File: src/rtl/fpga_rst_pkg.sv
// Shared encodings for the board reset sequencer: FSM states, reset causes,
// and the priority rule used when several abort sources fire together.
package fpga_rst_pkg;

  typedef enum logic [1:0] {
    ST_HOLD    = 2'd0,
    ST_RELEASE = 2'd1,
    ST_RUN     = 2'd2
  } state_e;

  typedef enum logic [1:0] {
    CAUSE_POR  = 2'd0,
    CAUSE_LOCK = 2'd1,
    CAUSE_EXT  = 2'd2,
    CAUSE_SW   = 2'd3
  } cause_e;

  // Lock loss outranks the button, which outranks software.
  function automatic cause_e abort_cause(input logic locked, input logic ext, input logic sw);
    cause_e c;
    c = CAUSE_SW;
    if (ext) c = CAUSE_EXT;
    if (!locked) c = CAUSE_LOCK;
    return c;
  endfunction

endpackage

File: src/rtl/fpga_rst_debounce.sv
// Synchronises and debounces the reset push-button into a single-cycle request.
// Latency: 2 sync edges + DEBOUNCE_CYC edges; re-arms only after the input returns low.
module fpga_rst_debounce #(
  parameter int CNT_W        = 16,
  parameter int DEBOUNCE_CYC = 8
) (
  input  logic clk,
  input  logic rst,
  input  logic din,
  output logic req_pulse
);

  localparam logic [CNT_W-1:0] DEB_LAST = CNT_W'(DEBOUNCE_CYC);

  logic             sync1_q, sync2_q;
  logic [CNT_W-1:0] cnt_q, cnt_d;
  logic             req_q, req_d;

  // The counter parks at DEB_LAST while held so it can neither wrap nor re-fire.
  always_comb begin
    cnt_d = '0;
    if (sync2_q) cnt_d = (cnt_q == DEB_LAST) ? cnt_q : cnt_q + 1'b1;
    req_d = (cnt_d == DEB_LAST) && (cnt_q != DEB_LAST);
  end

  always_ff @(posedge clk) begin
    if (rst) begin
      sync1_q <= 1'b0;
      sync2_q <= 1'b0;
      cnt_q   <= '0;
      req_q   <= 1'b0;
    end else begin
      sync1_q <= din;
      sync2_q <= sync1_q;
      cnt_q   <= cnt_d;
      req_q   <= req_d;
    end
  end

  assign req_pulse = req_q;

endmodule

File: src/rtl/fpga_rst_seq.sv
// Board reset sequencer: holds all domains until lock + HOLD_CYC, then releases bit 0 upward every STAGGER_CYC.
// Abort (lock loss, button, software) re-asserts everything on the next edge; all outputs registered.
module fpga_rst_seq
  import fpga_rst_pkg::*;
#(
  parameter int N_CH         = 4,
  parameter int CNT_W        = 16,
  parameter int HOLD_CYC     = 750,
  parameter int STAGGER_CYC  = 16,
  parameter int DEBOUNCE_CYC = 8
) (
  input  logic            CLK100MHZ,
  input  logic            ck_rst,
  input  logic            pll_locked,
  input  logic            ext_rst_req,
  input  logic            sw_rst_req,
  output logic [N_CH-1:0] rst_out,
  output logic            rst_done,
  output logic [1:0]      seq_state,
  output logic [1:0]      rst_cause
);

  localparam int               IDX_W      = (N_CH > 1) ? $clog2(N_CH) : 1;
  localparam logic [CNT_W-1:0] HOLD_LAST  = CNT_W'(HOLD_CYC - 1);
  localparam logic [CNT_W-1:0] STAG_LAST  = CNT_W'(STAGGER_CYC - 1);
  localparam logic [IDX_W-1:0] IDX_LAST   = IDX_W'(N_CH - 1);

  state_e           state_q, state_d;
  cause_e           rst_cause_q, rst_cause_d;
  logic [CNT_W-1:0] cnt_q, cnt_d;
  logic [IDX_W-1:0] idx_q, idx_d;
  logic [N_CH-1:0]  rst_out_q, rst_out_d;
  logic             rst_done_q, rst_done_d;
  logic             ext_req_q;
  logic             abort;

  fpga_rst_debounce #(
    .CNT_W       (CNT_W),
    .DEBOUNCE_CYC(DEBOUNCE_CYC)
  ) u_debounce (
    .clk      (CLK100MHZ),
    .rst      (ck_rst),
    .din      (ext_rst_req),
    .req_pulse(ext_req_q)
  );

  assign abort = !pll_locked | ext_req_q | sw_rst_req;

  always_comb begin
    state_d     = state_q;
    cnt_d       = cnt_q;
    idx_d       = idx_q;
    rst_out_d   = rst_out_q;
    rst_done_d  = rst_done_q;
    rst_cause_d = rst_cause_q;
    // Abort is evaluated first so it also beats a release due on this edge.
    if (abort) begin
      state_d     = ST_HOLD;
      cnt_d       = '0;
      idx_d       = '0;
      rst_out_d   = '1;
      rst_done_d  = 1'b0;
      rst_cause_d = abort_cause(pll_locked, ext_req_q, sw_rst_req);
    end else begin
      case (state_q)
        ST_HOLD: begin
          if (cnt_q == HOLD_LAST) begin
            rst_out_d[0] = 1'b0;
            cnt_d        = '0;
            if (N_CH == 1) begin
              state_d    = ST_RUN;
              rst_done_d = 1'b1;
            end else begin
              state_d = ST_RELEASE;
              idx_d   = IDX_W'(1);
            end
          end else begin
            cnt_d = cnt_q + 1'b1;
          end
        end
        ST_RELEASE: begin
          if (cnt_q == STAG_LAST) begin
            rst_out_d[idx_q] = 1'b0;
            cnt_d            = '0;
            idx_d            = idx_q + 1'b1;
            if (idx_q == IDX_LAST) begin
              state_d    = ST_RUN;
              rst_done_d = 1'b1;
            end
          end else begin
            cnt_d = cnt_q + 1'b1;
          end
        end
        ST_RUN: ;
        default: begin
          state_d    = ST_HOLD;
          cnt_d      = '0;
          idx_d      = '0;
          rst_out_d  = '1;
          rst_done_d = 1'b0;
        end
      endcase
    end
  end

  always_ff @(posedge CLK100MHZ) begin
    if (ck_rst) begin
      state_q     <= ST_HOLD;
      cnt_q       <= '0;
      idx_q       <= '0;
      rst_out_q   <= '1;
      rst_done_q  <= 1'b0;
      rst_cause_q <= CAUSE_POR;
    end else begin
      state_q     <= state_d;
      cnt_q       <= cnt_d;
      idx_q       <= idx_d;
      rst_out_q   <= rst_out_d;
      rst_done_q  <= rst_done_d;
      rst_cause_q <= rst_cause_d;
    end
  end

  assign rst_out   = rst_out_q;
  assign rst_done  = rst_done_q;
  assign seq_state = state_q;
  assign rst_cause = rst_cause_q;

endmodule

File: config.mk
export PLATFORM = sky130hd
export DESIGN_NAME = fpga_rst_seq
export DESIGN_NICKNAME = d
export VERILOG_FILES = /design/src/rtl/fpga_rst_pkg.sv /design/src/rtl/fpga_rst_debounce.sv /design/src/rtl/fpga_rst_seq.sv
export SDC_FILE = /design/constraint.sdc
export NUM_CORES = 1
export LEC_CHECK = 0
export ABC_AREA = 1
export ABC_CLOCK_PERIOD_IN_PS = 1450
export CORE_UTILIZATION = 54
export CTS_BUF_LIST = sky130_fd_sc_hd__clkbuf_16
export DETAILED_ROUTE_END_ITERATION = 10
export PLACE_DENSITY = 0.72
export SLEW_MARGIN = 30
export SYNTH_ARGS = -nofsm -noshare
export SYNTH_HDL_FRONTEND = slang
export SYNTH_SLANG_ARGS = --single-unit
File: constraint.sdc
create_clock -name CLK100MHZ -period 1.45 [get_ports CLK100MHZ]
set_input_delay 0.29 -clock CLK100MHZ [delete_from_list [all_inputs] [get_ports CLK100MHZ]]
set_output_delay 0.29 -clock CLK100MHZ [all_outputs]
set_load 0.005 [all_outputs]
==> results_dict.tcl, run 1 <==
set metrics [dict create \
    peakVddDrop_uv 519 \
    hpwl_um 4590 \
    ys_ff_latch 46 \
    ant_nets 0 \
    final_util_pct 78.8 \
    synth_top_family_by_area "simple AND/OR/NAND/NOR gates" \
    async_flop_share_pct 0 \
    vias_per_cell 5.18 \
    synth_top_area_share_pct 34.9 \
    clk_pin_slew_ns 0.06 \
    diodes 0 \
    finalSetupViolCount 24 \
    period_needed_ns 1.59 \
    overflow 0 \
    startpoint_type "flop" \
    relSlewSlack_pct 74.7 \
    synthFlopType "dfxtp_1" \
    layout_setup_ws_ns -0.139 \
    critPathArrivalTime_ns 1.82 \
    drt_iter0_markers 155 \
    p_total_mw 2.50 \
    routed_wirelength_um 7210 \
    syn2layout_area_growth_pct 40.9 \
    syn_avg_cell_area_um2 6.59 \
    yosysTopAreaCell "dfxtp_1" \
    clk_path_buf_depth 2 \
    start_util_pct 55.9 \
    core_um2 4720 \
    grt_pass1_wl_um 11200 \
    crit_family "simple AND/OR/NAND/NOR gates" \
    die_h_um 71.9 \
    path_cells "buf_6, inv_6, ha_4, nand3_1, nor2_1, nand2_1, nand3_2, nand4_1, nor2_2, nand2_1, nor2_2" \
    place_inst 520 \
    cts.sinks 46 \
    failed_checks "negative setup slack" \
    cts_buffers 5 \
    worstMarginPinSlew_ns 0.377 \
    antenna_found_initial 0 \
    fin_setup_tns_ns -1.24 \
    report.final.slew_viol_count 0 \
    layout.area.seq_um2 955 \
    min_period_over_period_pct 110 \
    skew_ns 0.00604 \
    multiInputGateArea_um2 1720 \
    whs_ns 0.435 \
    io-pin-count 14 \
    synth_area_um2 2640 \
    dieArea_um2 5170 \
    grt_max_degree 20 \
    finalNetCount 481 \
    synth_cells 401 \
    hold_viol_final 0 \
    place_congestion 0.865 \
    root_buffer "clkbuf_16" \
    grt_pass1_vias 2656 \
    min_path_type "flop to flop" \
    die_x_um 71.9 \
    rows 25 \
    synth.net_count 414 \
    path_class "flop to flop" \
    portBuffers 13 \
    nFillCells 339 \
    synthXorXnorAreaFrac_pct 2.98 \
    pwr_density_cell_nw_per_um2 673 \
    synth_fa_ha_area_share_pct 3.79 \
    cp-end-kind "flop" \
    yosysSeqAreaShare_pct 34.9 \
    first_pass_iters 4 \
    yosys-top-cells-area "dfxtp_1 (35%), nand2_1 (14%), nor2_1 (8.4%), inv_1 (7.4%), nand3_1 (6.1%)" \
    synth_simple_gate_area_share_pct 40.7 \
    synth_edf_count 0 \
    required_ns 1.68 \
    cts_tree "yes" \
    grt_setup_unrepaired "true" \
    critPathSlowestCell "dfxtp_4" \
    synth_mux_area_share_pct 0 \
    num_vias 2776 \
    drv_cap 0 \
    cts_hold_buf 0 \
    synth-compound-area-share_pct 8.01 \
    drive_above_1_share_pct 34.5 \
    synth_cell_types 34 \
    status "finished with violations" \
    path_max_fanout 3 \
    fmax_ghz 0.629 \
    post_drt_wl_per_cell_um 13.4 \
    htree_levels 2 \
    yosys_warnings 0 \
    power_leakage_nw 1.55 \
    clkLatencyLatePin_ns 0.29 \
    drc 0 \
    track_usage_pct 27.3 \
    critPathMaxStageDelay_ns 0.36 \
    path_buf_inv 2 \
    final_cell_count_no_fill 536 \
]
==> synthesized netlist by cell type, types with 4 or more instances <==
cell / n
a21oi_1: 17
clkbuf_1: 7
dfxtp_1: 46
ha_1: 8
inv_1: 52
nand2_1: 102
nand2_2: 4
nand3_1: 32
nand4_1: 12
nor2_1: 59
nor2_2: 5
nor2_4: 4
nor3_1: 6
o21ai_0: 8
o21ai_1: 6
xor2_1: 8
==> tightest hold or removal path: cells and delay by family (launching register included) <==
kind	cells	cell delay [ns]
AND/OR/NAND/NOR	1	0.03
buffers and inverters	1	0.05
flip-flops	1	0.32
==> area by class of cell <==
| class | count | share of cell area [%] |
|---|---|---|
| Clock buffer | 5 | 3.36 |
| Timing Repair Buffer | 70 | 15.9 |
| Multi-Input combinational cell | 290 | 46.2 |
| Tap cell | 67 | 2.25 |
| Sequential cell | 46 | 25.7 |
| Clock inverter | 3 | 0.538 |
| Inverter | 55 | 6.09 |
==> worst paths after layout <==
check	from	to	slack [ns]	cells past startpoint
max reg2reg	u_debounce.cnt_q[0]$_SDFF_PP0_	u_debounce.req_pulse$_SDFF_PP0_	-0.14	11
min reg2reg	u_debounce.sync1_q$_SDFF_PP0_	u_debounce.sync2_q$_SDFF_PP0_	0.43	2
max	u_debounce.cnt_q[0]$_SDFF_PP0_	u_debounce.req_pulse$_SDFF_PP0_	-0.14	11
min	u_debounce.sync1_q$_SDFF_PP0_	u_debounce.sync2_q$_SDFF_PP0_	0.43	2
==> logic make-up after synthesis <==
group                      after synthesis
AOI/OAI and AO/OA                       39
xor gates and xnor gates                 9
adders and majority gates                8
buffers and inverters                   65
DFF                                     46
and+or+nand+nor                        234
==> what timing repair did <==
| action | CTS | global route |
|---|---|---|
| setup endpoints to repair | 27 | 35 |
| buffers inserted | 7 | 2 |
| hold endpoints to repair | 0 | 0 |
| resized for setup | 54 | 51 |
| gates cloned | 0 | 0 |
| pin swaps | 14 | 34 |
==> per-stage QoR <==
step                      area (µm²)  setup slack (ns)
after CTS                       3550           -0.0796
final                           3720            -0.139
after global routing            3720            -0.201
after global placement          3190            -0.195
after floorplan                 2660           0.00629
after detailed placement        3190            -0.191
==> sequential cells by signal (all words and copies together), names as in the netlist <==
register              cells
u_debounce.req_pulse      1
rst_out                   4
rst_done                  1
u_debounce.sync1_q        1
cnt_q                    16
u_debounce.sync2_q        1
u_debounce.cnt_q         16
rst_cause                 2
idx_q                     2
seq_state                 2
==> metal layers <==
layer	global-route usage, %	wire length (µm)	vias to the layer above	part of all wire (%)
li1	-	-	1409	-
met1	29.4	2830	1269	39
met2	50.7	3890	67	54
met3	5.28	229	31	3.2
met4	13.9	253	0	3.5
met5	0	0	-	0
==> report_power, final <==
group	leakage [nW]	internal [mW]	switching, mW
Combinational	1.10	0.0439	0.0506
Sequential	0.380	1.26	0.00858
Clock	0.0741	0.640	0.499
==> cells in the final DEF, fill, tap and decap left out, types with 2 or more instances in the layout <==
cell type,count
nand2_1,84
nor2_1,52
buf_4,50
inv_1,46
dfxtp_1,31
nand3_1,20
nand2_2,19
a21oi_1,15
nand4_1,12
nand3_2,12
clkdlybuf4s50_1,11
nor2_2,9
dfxtp_2,9
xor2_1,8
nor2_4,7
o21ai_2,7
inv_2,6
dfxtp_4,6
buf_6,6
nor3_1,5
clkbuf_16,5
nand2_4,4
o21ai_1,4
ha_1,4
nor3_2,3
o21ai_0,3
ha_4,3
inv_4,2
nand3_4,2
o21bai_1,2
nand3b_1,2
a21oi_2,2
o22ai_1,2
dlymetal6s2s_1,2
Power figures use the tool's default switching activity.
==> run 2: changes to the inputs <==
--- a/config.mk
+++ b/config.mk
@@ -9,6 +9,8 @@
 export ABC_CLOCK_PERIOD_IN_PS = 1450
-export CORE_UTILIZATION = 54
+export CORE_UTILIZATION = 57
 export CTS_BUF_LIST = sky130_fd_sc_hd__clkbuf_16
+export CTS_CLUSTER_DIAMETER = 30
 export DETAILED_ROUTE_END_ITERATION = 10
-export PLACE_DENSITY = 0.72
+export DONT_BUFFER_PORTS = 1
+export PLACE_DENSITY = 0.71
 export SLEW_MARGIN = 30
--- a/constraint.sdc
+++ b/constraint.sdc
@@ -3,2 +3,2 @@
 set_output_delay 0.29 -clock CLK100MHZ [all_outputs]
-set_load 0.005 [all_outputs]
+set_load 0.1 [all_outputs]
==> results_dict.tcl, run 2 (synthesis results as in run 1) <==
set metrics [dict create \
    portBuffers 0 \
    hpwl_um 4750 \
    die_x_um 70.1 \
    report.final.slew_viol_count 0 \
    peakVddDrop_uv 651 \
    start_util_pct 59.8 \
    relSlewSlack_pct 71.9 \
    min_path_cells 1 \
    cts_tree "yes" \
    required_ns 1.63 \
    drc 0 \
    first_pass_iters 4 \
    fin_area_um2 3560 \
    r2r_slack_ns -0.11 \
    cts_buffers 5 \
    status "finished with violations" \
    syn2layout_area_growth_pct 34.8 \
    critPathMaxStageDelay_ns 0.37 \
    clkLatencyLatePin_ns 0.29 \
    die_h_um 70.1 \
    diodes 0 \
    antenna_found_initial 0 \
    place_area_um2 3090 \
    grt_setup_unrepaired "true" \
    critPathSlowestCell "dfxtp_4" \
    finalSetupViolCount 22 \
    path_max_fanout 8 \
    path_cells "inv_2, ha_2, nand3_1, nor2_1, nand2_1, nand2_2, nand2_8, buf_12, nand3b_1, a21oi_2" \
    cp-end-kind "flop" \
    worstMarginPinSlew_ns 0.421 \
    track_usage_pct 27.9 \
    dieArea_um2 4910 \
    core_um2 4410 \
    post_drt_wl_per_cell_um 13.9 \
    hold_path_end "u_debounce.cnt_q[0]$_SDFF_PP0_" \
    min_from "ck_rst" \
    cts_hold_buf 0 \
    root_buffer "clkbuf_16" \
    rows 24 \
    min_path_type "primary input to flop" \
    period_needed_ns 1.56 \
    mostFrequentLayoutCells "nand2_1 (89), buf_4 (55), nor2_1 (52), inv_1 (50), dfxtp_1 (35)" \
    overflow 0 \
    hold_viol_final 0 \
    skew_ns 0.00657 \
    r2r_start "cnt_q[1]$_SDFFE_PP0N_" \
    routed_wirelength_um 7080 \
    crit_family "simple AND/OR/NAND/NOR gates" \
    path_buf_inv 2 \
    failed_checks "negative setup slack" \
    critPathArrivalTime_ns 1.74 \
    min_period_over_period_pct 107 \
    pwr_density_cell_nw_per_um2 731 \
    final_common_cell "nand2_1" \
    grt_pass1_vias 2620 \
    startpoint_type "flop" \
    r2r-end "cnt_q[10]$_SDFFE_PP0N_" \
    fmax_ghz 0.643 \
    place_congestion 0.939 \
    clk_path_buf_depth 2 \
    drt_iter0_markers 174 \
    grt_max_degree 21 \
    num_vias 2786 \
    ant_nets 0 \
    path_class "flop to flop" \
    p_total_mw 2.60 \
    drive_above_1_share_pct 32.5 \
    layout_setup_ws_ns -0.105 \
    clk_pin_slew_ns 0.07 \
    finalNetCount 470 \
    grt_pass1_wl_um 11100 \
    drv_cap 0 \
    htree_levels 2 \
    io-pin-count 14 \
    vias_per_cell 5.46 \
    cts.sinks 46 \
    power_leakage_nw 1.51 \
    rr_worst_depth 10 \
]
-- run 2: changes by cell type in the layout (fill, tap and decap cells not counted), moves of 3 or more --
| cell | delta |
|---|---|
| dfxtp_2 | -4 |
| nand3_2 | -8 |
| nand3_1 | +8 |
| inv_1 | +4 |
| buf_4 | +5 |
| a21oi_1 | -4 |
| a21oi_2 | +4 |
| nand2_2 | -7 |
| buf_6 | -3 |
| nand2_1 | +5 |
| dfxtp_1 | +4 |
| clkdlybuf4s50_1 | -11 |
-- run 2: worst max-delay path by stage --
stage,start,endpoint,cells after the start
global route,cnt_q[1]$_SDFFE_PP0N_,seq_state[1]$_SDFFE_PP0P_,12
floorplan,u_debounce.cnt_q[0]$_SDFF_PP0_,u_debounce.req_pulse$_SDFF_PP0_,11
global placement,u_debounce.cnt_q[0]$_SDFF_PP0_,u_debounce.req_pulse$_SDFF_PP0_,11
CTS,u_debounce.cnt_q[0]$_SDFF_PP0_,u_debounce.req_pulse$_SDFF_PP0_,13
detailed placement,u_debounce.cnt_q[0]$_SDFF_PP0_,u_debounce.req_pulse$_SDFF_PP0_,11
finish,cnt_q[1]$_SDFFE_PP0N_,cnt_q[10]$_SDFFE_PP0N_,10
-- run 2: area by class of cell --
type	count	area, µm²
Tap cell	52	65.1
Clock buffer	6	150
Timing Repair Buffer	59	467
Sequential cell	46	950
Multi-Input combinational cell	290	1700
Fill cell	287	855
Inverter	55	219
Clock inverter	2	13.8
-- run 2: worst register-to-register path, cell delays in order (launching register included) --
cell      delay [ns]
dfxtp_4         0.37
inv_2           0.07
ha_2            0.16
nand3_1         0.10
nor2_1          0.12
nand2_1         0.08
nand2_2         0.12
nand2_8         0.12
buf_12          0.17
nand3b_1        0.10
a21oi_2         0.05
-- run 2: metal layers --
metal  up-vias  GRT usage, %  share of wire (%)  routed length [µm]
met2        96          51.0                 52                3670
met1      1269          31.0                 40                2830
met4         0          13.8                3.8                 269
li1       1388             -                  -                   -
met3        33          4.76                4.4                 311
met5         -             0                  0                   0
-- run 2: repair_timing --
| item | in CTS | in global routing |
|---|---|---|
| setup endpoints to repair | 20 | 31 |
| endpoints found under the hold margin | 0 | 0 |
| pin swaps | 10 | 20 |
| setup buffers | 3 | 2 |
| gates resized for setup | 22 | 58 |
-- run 2: power by group --
group,leakage (nW),total (mW),internal (mW),switching (mW)
clock,0.0824,1.25,0.747,0.499
combinational,1.05,0.0852,0.0262,0.0589
sequential,0.379,1.27,1.26,0.00771
-- run 2: through the flow --
stage	utilization [%]	setup slack [ns]	setup TNS (ns)	hold WS, ns	instances
final	80.6	-0.105	-1.42	0.0589	510
after global routing	80.6	-0.196	-3.47	0.0523	510
after CTS	75.8	-0.0534	-0.117	0.0555	508
after detailed placement	70.1	-0.123	-0.257	0.365	497
after global placement	70.1	-0.0769	-0.101	0.363	497
after floorplan	-	0.00629	0	0.386	401
